==> src/rtl/mem_stage.sv <==
// mem_stage: memory-access stage of the RV32I pipeline.
// Loads and stores go through a req/done handshake with the memory
// controller. The stage stalls upstream while an access is in flight.
// It also drives the MEM/WB registers and a combinational forward to decode.
// Optional feature: define MEM_LOAD_BYPASS_EN to enable a one-entry
// store-to-load bypass buffer for non-IO addresses.
module mem_stage #(
    parameter int          OPT_W   = 6,
    parameter logic [31:0] IO_BASE = 32'h00030000
) (
    input  logic             clk,
    input  logic             rst,
    input  logic             rdy,
    input  logic [OPT_W-1:0] inst_i,
    input  logic [4:0]       rd_i,
    input  logic [31:0]      vd_i,
    input  logic [31:0]      addr_i,
    input  logic             w_enable_i,
    output logic             mem_req,
    output logic             mem_rw,
    output logic [31:0]      mem_addr,
    output logic [1:0]       mem_len,
    output logic [31:0]      mem_wdata,
    input  logic             mem_done,
    input  logic [31:0]      mem_rdata,
    output logic             stall_o,
    output logic [4:0]       rd_o,
    output logic [31:0]      vd_o,
    output logic             w_enable_o,
    output logic [4:0]       fwd_rd,
    output logic [31:0]      fwd_vd,
    output logic             fwd_we
);
    // instruction codes shared with the rest of the pipeline
    localparam logic [OPT_W-1:0] ZERO_OPT = OPT_W'(0);
    localparam logic [OPT_W-1:0] OPT_LB   = OPT_W'(20);
    localparam logic [OPT_W-1:0] OPT_LH   = OPT_W'(21);
    localparam logic [OPT_W-1:0] OPT_LW   = OPT_W'(22);
    localparam logic [OPT_W-1:0] OPT_LBU  = OPT_W'(23);
    localparam logic [OPT_W-1:0] OPT_LHU  = OPT_W'(24);
    localparam logic [OPT_W-1:0] OPT_SB   = OPT_W'(25);
    localparam logic [OPT_W-1:0] OPT_SH   = OPT_W'(26);
    localparam logic [OPT_W-1:0] OPT_SW   = OPT_W'(27);

    localparam logic [0:0] IDLE = 1'b0;
    localparam logic [0:0] BUSY = 1'b1;

    function automatic logic is_load(input logic [OPT_W-1:0] op);
        return op == OPT_LB || op == OPT_LH || op == OPT_LW ||
               op == OPT_LBU || op == OPT_LHU;
    endfunction

    function automatic logic is_store(input logic [OPT_W-1:0] op);
        return op == OPT_SB || op == OPT_SH || op == OPT_SW;
    endfunction

    // bytes-1 encoding of the access width
    function automatic logic [1:0] op_len(input logic [OPT_W-1:0] op);
        case (op)
            OPT_LB, OPT_LBU, OPT_SB: return 2'd0;
            OPT_LH, OPT_LHU, OPT_SH: return 2'd1;
            default:                 return 2'd3;
        endcase
    endfunction

    // controller returns zero-extended data; apply the load's signedness
    function automatic logic [31:0] extend(input logic [OPT_W-1:0] op, input logic [31:0] d);
        case (op)
            OPT_LB:  return {{24{d[7]}}, d[7:0]};
            OPT_LH:  return {{16{d[15]}}, d[15:0]};
            OPT_LBU: return {24'd0, d[7:0]};
            OPT_LHU: return {16'd0, d[15:0]};
            default: return d;
        endcase
    endfunction

    logic [0:0]       state;
    logic [OPT_W-1:0] op_q;     // opcode of the access in flight
    logic             in_mem;
    logic             done_now;
    logic [31:0]      ext_rdata;
    logic             byp_hit;
    logic [31:0]      byp_vd;

    assign in_mem    = is_load(inst_i) || is_store(inst_i);
    assign done_now  = (state == BUSY) && mem_done;
    assign ext_rdata = extend(op_q, mem_rdata);

`ifdef MEM_LOAD_BYPASS_EN
    logic        byp_valid;
    logic [31:0] byp_addr;
    logic [1:0]  byp_len;
    logic [31:0] byp_data;

    assign byp_hit = (state == IDLE) && is_load(inst_i) && byp_valid &&
                     (byp_addr == addr_i) && (byp_len == op_len(inst_i)) &&
                     (addr_i < IO_BASE);
    assign byp_vd  = extend(inst_i, byp_data);

    // record each completed store; IO stores leave the buffer invalid
    always_ff @(posedge clk) begin
        if (rst) begin
            byp_valid <= 1'b0;
            byp_addr  <= '0;
            byp_len   <= '0;
            byp_data  <= '0;
        end else if (rdy && done_now && is_store(op_q)) begin
            byp_valid <= (mem_addr < IO_BASE);
            byp_addr  <= mem_addr;
            byp_len   <= mem_len;
            byp_data  <= mem_wdata;
        end
    end
`else
    assign byp_hit = 1'b0;
    assign byp_vd  = '0;
`endif

    // stall while a handshake is pending or the pipeline is frozen
    always_comb begin
        stall_o = 1'b1;
        if (rdy) begin
            if (state == IDLE) stall_o = in_mem && !byp_hit;
            else               stall_o = !mem_done;
        end
    end

    // same-cycle forward to decode: ALU results in IDLE, load data on completion
    always_comb begin
        fwd_rd = '0;
        fwd_vd = '0;
        fwd_we = 1'b0;
        if (state == IDLE && !in_mem) begin
            fwd_rd = rd_i;
            fwd_vd = vd_i;
            fwd_we = w_enable_i && (inst_i != ZERO_OPT);
        end else if (done_now && is_load(op_q)) begin
            fwd_rd = rd_i;
            fwd_vd = ext_rdata;
            fwd_we = w_enable_i;
        end
    end

    // FSM, memory request registers and MEM/WB outputs
    always_ff @(posedge clk) begin
        if (rst) begin
            state      <= IDLE;
            op_q       <= ZERO_OPT;
            rd_o       <= '0;
            vd_o       <= '0;
            w_enable_o <= 1'b0;
            mem_req    <= 1'b0;
            mem_rw     <= 1'b0;
            mem_addr   <= '0;
            mem_len    <= '0;
            mem_wdata  <= '0;
        end else if (rdy) begin
            case (state)
                IDLE: begin
                    if (byp_hit) begin
                        rd_o       <= rd_i;
                        vd_o       <= byp_vd;
                        w_enable_o <= w_enable_i;
                    end else if (in_mem) begin
                        mem_req    <= 1'b1;
                        mem_rw     <= is_store(inst_i);
                        mem_addr   <= addr_i;
                        mem_len    <= op_len(inst_i);
                        mem_wdata  <= vd_i;
                        op_q       <= inst_i;
                        w_enable_o <= 1'b0;
                        state      <= BUSY;
                    end else begin
                        rd_o       <= rd_i;
                        vd_o       <= vd_i;
                        w_enable_o <= w_enable_i && (inst_i != ZERO_OPT);
                    end
                end
                default: begin
                    if (mem_done) begin
                        mem_req <= 1'b0;
                        state   <= IDLE;
                        if (is_load(op_q)) begin
                            rd_o       <= rd_i;
                            vd_o       <= ext_rdata;
                            w_enable_o <= w_enable_i;
                        end else begin
                            w_enable_o <= 1'b0;
                        end
                    end
                end
            endcase
        end
    end
endmodule

==> config.mk <==
export PLATFORM = sky130hd
export DESIGN_NAME = mem_stage
export DESIGN_NICKNAME = d
export VERILOG_FILES = /design/src/rtl/mem_stage.sv
export SDC_FILE = /design/constraint.sdc
export NUM_CORES = 1
export LEC_CHECK = 0
export CORE_MARGIN = 3
export CORE_UTILIZATION = 41
export DETAILED_ROUTE_END_ITERATION = 8
export GPL_TIMING_DRIVEN = 0
export PLACE_DENSITY = 0.78
export SKIP_CTS_REPAIR_TIMING = 1
export SLEW_MARGIN = 5
export SYNTH_ARGS = -nofsm -noshare
export SYNTH_HDL_FRONTEND = slang
export SYNTH_SLANG_ARGS = --single-unit
==> constraint.sdc <==
create_clock -name clk -period 2.1 [get_ports clk]
set_clock_uncertainty 0.1 [all_clocks]
set_input_delay 0.315 -clock clk [delete_from_list [all_inputs] [get_ports clk]]
set_output_delay 0.315 -clock clk [all_outputs]
set_load 0.03 [all_outputs]
==> summary.md <==
| Metric | Value |
|---|---|
| Status | finished with violations |
| Failing checks | negative setup slack |
| Fin crit period | ~2700 ps |
| Setup TNS Final | -22660 ps |
| Placed instance area | between 0.007 and 0.008 mm^2 |
| FF-to-FF End | vd_o[28] |
| Clk slew on worst S/H paths | 60 ps |
| P&R area growth vs syn | 73.4% |
| Synth Area per Inst | around 8 um^2 |
| Largest net degree at the start of global routing | 17 |
| WL/cell | around 18 um |
| Via count | ~6100 |
| Max VDD drop | 0.438 mV |
| Area leader, netlist | dfxtp_1 |
| WP buf/inv | 2 |
| Row count | 40 |
| H-tree depth | 4 |
| CTS buffer count | 17 |
| Internal power | a little under 5000 uW |
| Die height | 119 um |
| DRC Markers | 0 |
| Worst setup path end | fwd_vd[24] |
| Switching pwr | roughly 1900 uW |
| Met3 Use GR | 0.102 |
| Final Max Tran Viols | 0 |
| Asr flop ratio synth | 0 |
| Setup crit start | op_q[1] |
| First-pass GRT wire length | 30800 um |
| Worst min path class | primary input to flop |
| RSZ-0062 raised after global routing | true |
| Post-layout nets | roughly 1100 |
| Via density | 5.40 |
| Max Freq | around 370 MHz |
| Vias in the first global route | approximately 5900 |
| Static leakage | between 0.003 and 0.004 uW |
| Post-route antenna net violation count | 0 |
| Cell count along the critical path | 7 |
| M1 GR Usage | 0.322 |
| Critical Path Fanout Max | 5 |
| CTS Root Cell | clkbuf_16 |
| Least-Margin Pin Slew | ~740 ps |
| Clock Sinks | approximately 110 |
| Arrival time at the worst endpoint | about 2300 ps |
| EDFF count, synth | 0 |
| Drt initial violations | about 480 |
| Reg power frac | 0.336 |
| FF-to-FF setup slack | -150 ps |
| Top cells by area, synth | dfxtp_1 44%, nand2_1 12%, a21oi_1 9.8% |
| Final Cell Area | 0.00900 mm^2 |
| Antenna violations before repair | 0 |
| Crit path max-delay family | simple AND/OR/NAND/NOR gates |
| Register bit total from synthesis | roughly 110 |
| DP HPWL | 14700 um |
| Ys Warns | 0 |
| RR Startpoint | op_q[1] |
| Worst r2r path cells | 7 |
| Crit path capture type | output port |
| CTS tree | done |
| Post-synthesis cell area | 0.00519 mm^2 |
| Clk_lat worst skew | just over 400 ps |
| Antenna cells | 0 |
| Switching share of power | 0.276 |
| Fill cell count | slightly above 900 |
| Maxcap violations | 0 |
| Core box area | between 0.01 and 0.015 mm^2 |
| Largest stage delay on the critical path | between 500 and 600 ps |
| Sequential-to-total area share from yosys stat | 0.436 |
| Die area | 0.0140 mm^2 |
| Initial core utilization | 0.425 |
| Main synth FF type | dfxtp_1 |
| Combinational share of power | 0.219 |
| GRT busiest layer | met2 |
| Gr ovfl total | 0 |
| Slowest cell on the critical path | or4b_4 |
| Clk buf depth | 2 |
| Syn_nets | roughly 760 |
| Die W | between 100 and 150 um |
| Final Worst Setup Slack | -591 ps |
| Met2 Use GR | 0.452 |
| Final setup vio count | just over 70 |
| Synth unique cells | 48 |
| Routed WL | roughly 20000 um |
| 1st-pass router iterations | 5 |
| Clk pwr share | 0.445 |
| CP cell instances | or4b_4 > o21ai_2 > nand3b_1 > buf_6 > a21oi_2 > o21ai_1 > buf_4 |
| Critical Path RT | between 1500 and 2000 ps |
| Startpoint types | flop |
| Placer Congestion | 0.848 |
| Crit path kind | flop to output port |
| Final hold viol count | 0 |
| IO Pins | about 260 |
| Rel. slew slack | 0.504 |
| Top cell type's share of synthesized area | 0.436 |
| Power per cell area | 759 mW/mm^2 |
| Post-route clock period utilization | 1.28 |
| Overall Global Routing Usage | 0.272 |
| Layout cell share with drive strength beyond 1 | 0.201 |
| Port bufs | roughly 260 |
| Syn Inst Count | 647 |
## cell type report
cell class                      count  area, um^2  share of cell area
Timing Repair Buffer              277        2710               0.302
Clock inverter                     13         165              0.0184
Tap cell                          168         210              0.0234
Sequential cell                   113        2270               0.252
Buffer                             53         355              0.0395
Multi-Input combinational cell    477        2820               0.313
Clock buffer                       19         453              0.0503
Inverter                            4        15.0             0.00167
## kinds of logic after synthesis
group,after synthesis,share of synthesized area
XOR/XNOR,3,0.00506
buffers and inverters,57,0.0528
multiplexers,14,0.0270
AND/OR/NAND/NOR,255,0.220
flip-flops,113,0.436
AO/OA/AOI/OAI,205,0.259
## through the flow
| step | setup WS (ps) | utilization | hold WS, ps | cells | total power [uW] |
|---|---|---|---|---|---|
| floorplan | -192 | - | 311 | 647 | 3070 |
| global placement | -1360 | 0.652 | 342 | 1070 | 3740 |
| detailed placement | -1320 | 0.652 | 346 | 1070 | 3760 |
| CTS | -1380 | 0.703 | 342 | 1102 | 6770 |
| global route | -666 | 0.737 | 255 | 1124 | 7040 |
| finish | -591 | 0.737 | 215 | 1124 | 6830 |
## power by group through the flow
stage / Sequential [uW] / Combinational [uW] / Clock, uW
2_1_floorplan: 2520 / 551 / 0
3_3_place_gp: 2340 / 1400 / 0
3_5_place_dp: 2340 / 1420 / 0
4_1_cts: 2300 / 1430 / 3040
5_1_grt: 2310 / 1570 / 3160
6_report: 2300 / 1500 / 3040
## how the worst min path moves through the flow
stage / start / endpoint / depth (start not counted)
floorplan: inst_i[3] / op_q[2] / 1
global placement: mem_addr[12] / mem_addr[12] / 2
detailed placement: mem_wdata[12] / mem_wdata[12] / 2
CTS: addr_i[21] / mem_addr[21] / 3
global route: inst_i[3] / op_q[2] / 2
finish: inst_i[3] / op_q[2] / 2
## routing by layer
layer / wire length [um] / share of wire / up-vias
met5: 0 / 0 / -
met4: 601 / 0.029 / 0
met3: 1780 / 0.087 / 53
met2: 9930 / 0.48 / 291
met1: 8180 / 0.40 / 2889
li1: - / - / 2837
## cell usage after synthesis, types with 2 or more instances
library cell	instances
a211oi_2	8
a21o_1	17
a21oi_1	102
a22o_1	9
a2bb2oi_1	7
a311oi_1	8
a31oi_1	2
a32o_1	16
and2_1	7
and3_1	9
buf_2	12
buf_4	3
buf_6	3
clkbuf_1	33
dfxtp_1	113
inv_1	4
mux2i_1	14
nand2_1	161
nand2b_1	12
nand3b_1	2
nor2_1	30
nor2b_1	3
nor3_1	3
nor3b_1	2
nor4_1	2
o21ai_0	27
or2_2	16
xor2_1	2
## state kept, by name, indices dropped and copies added, names as in the netlist
signal / flops
state: 1
mem_addr: 32
w_enable_o: 1
op_q: 6
mem_req: 1
mem_len: 2
mem_rw: 1
rd_o: 5
mem_wdata: 32
vd_o: 32
## worst reg2reg max path, cell delays in order, from the launching register on
cell,delay (ps)
dfxtp_4,350
or4b_4,550
o21ai_2,70
nand3b_1,250
buf_6,240
buf_4,150
a21o_1,180
a32o_1,240
## layout by cell type, fill, tap and decap left out, drive strengths merged, types with 7 or more instances in the layout
cell,netlist,layout
a211oi,9,9
a21o,17,17
a21oi,104,104
a22o,9,9
a2bb2oi,7,7
a311oi,9,9
a32o,16,16
and2,7,7
and3,9,9
buf,20,75
clkbuf,33,58
clkdlybuf4s50,0,214
clkinv,0,9
dfxtp,113,113
mux2i,14,14
nand2,161,161
nand2b,12,12
nor2,31,31
o21ai,28,28
or2,16,16
(Power assumes the default switching activity.)
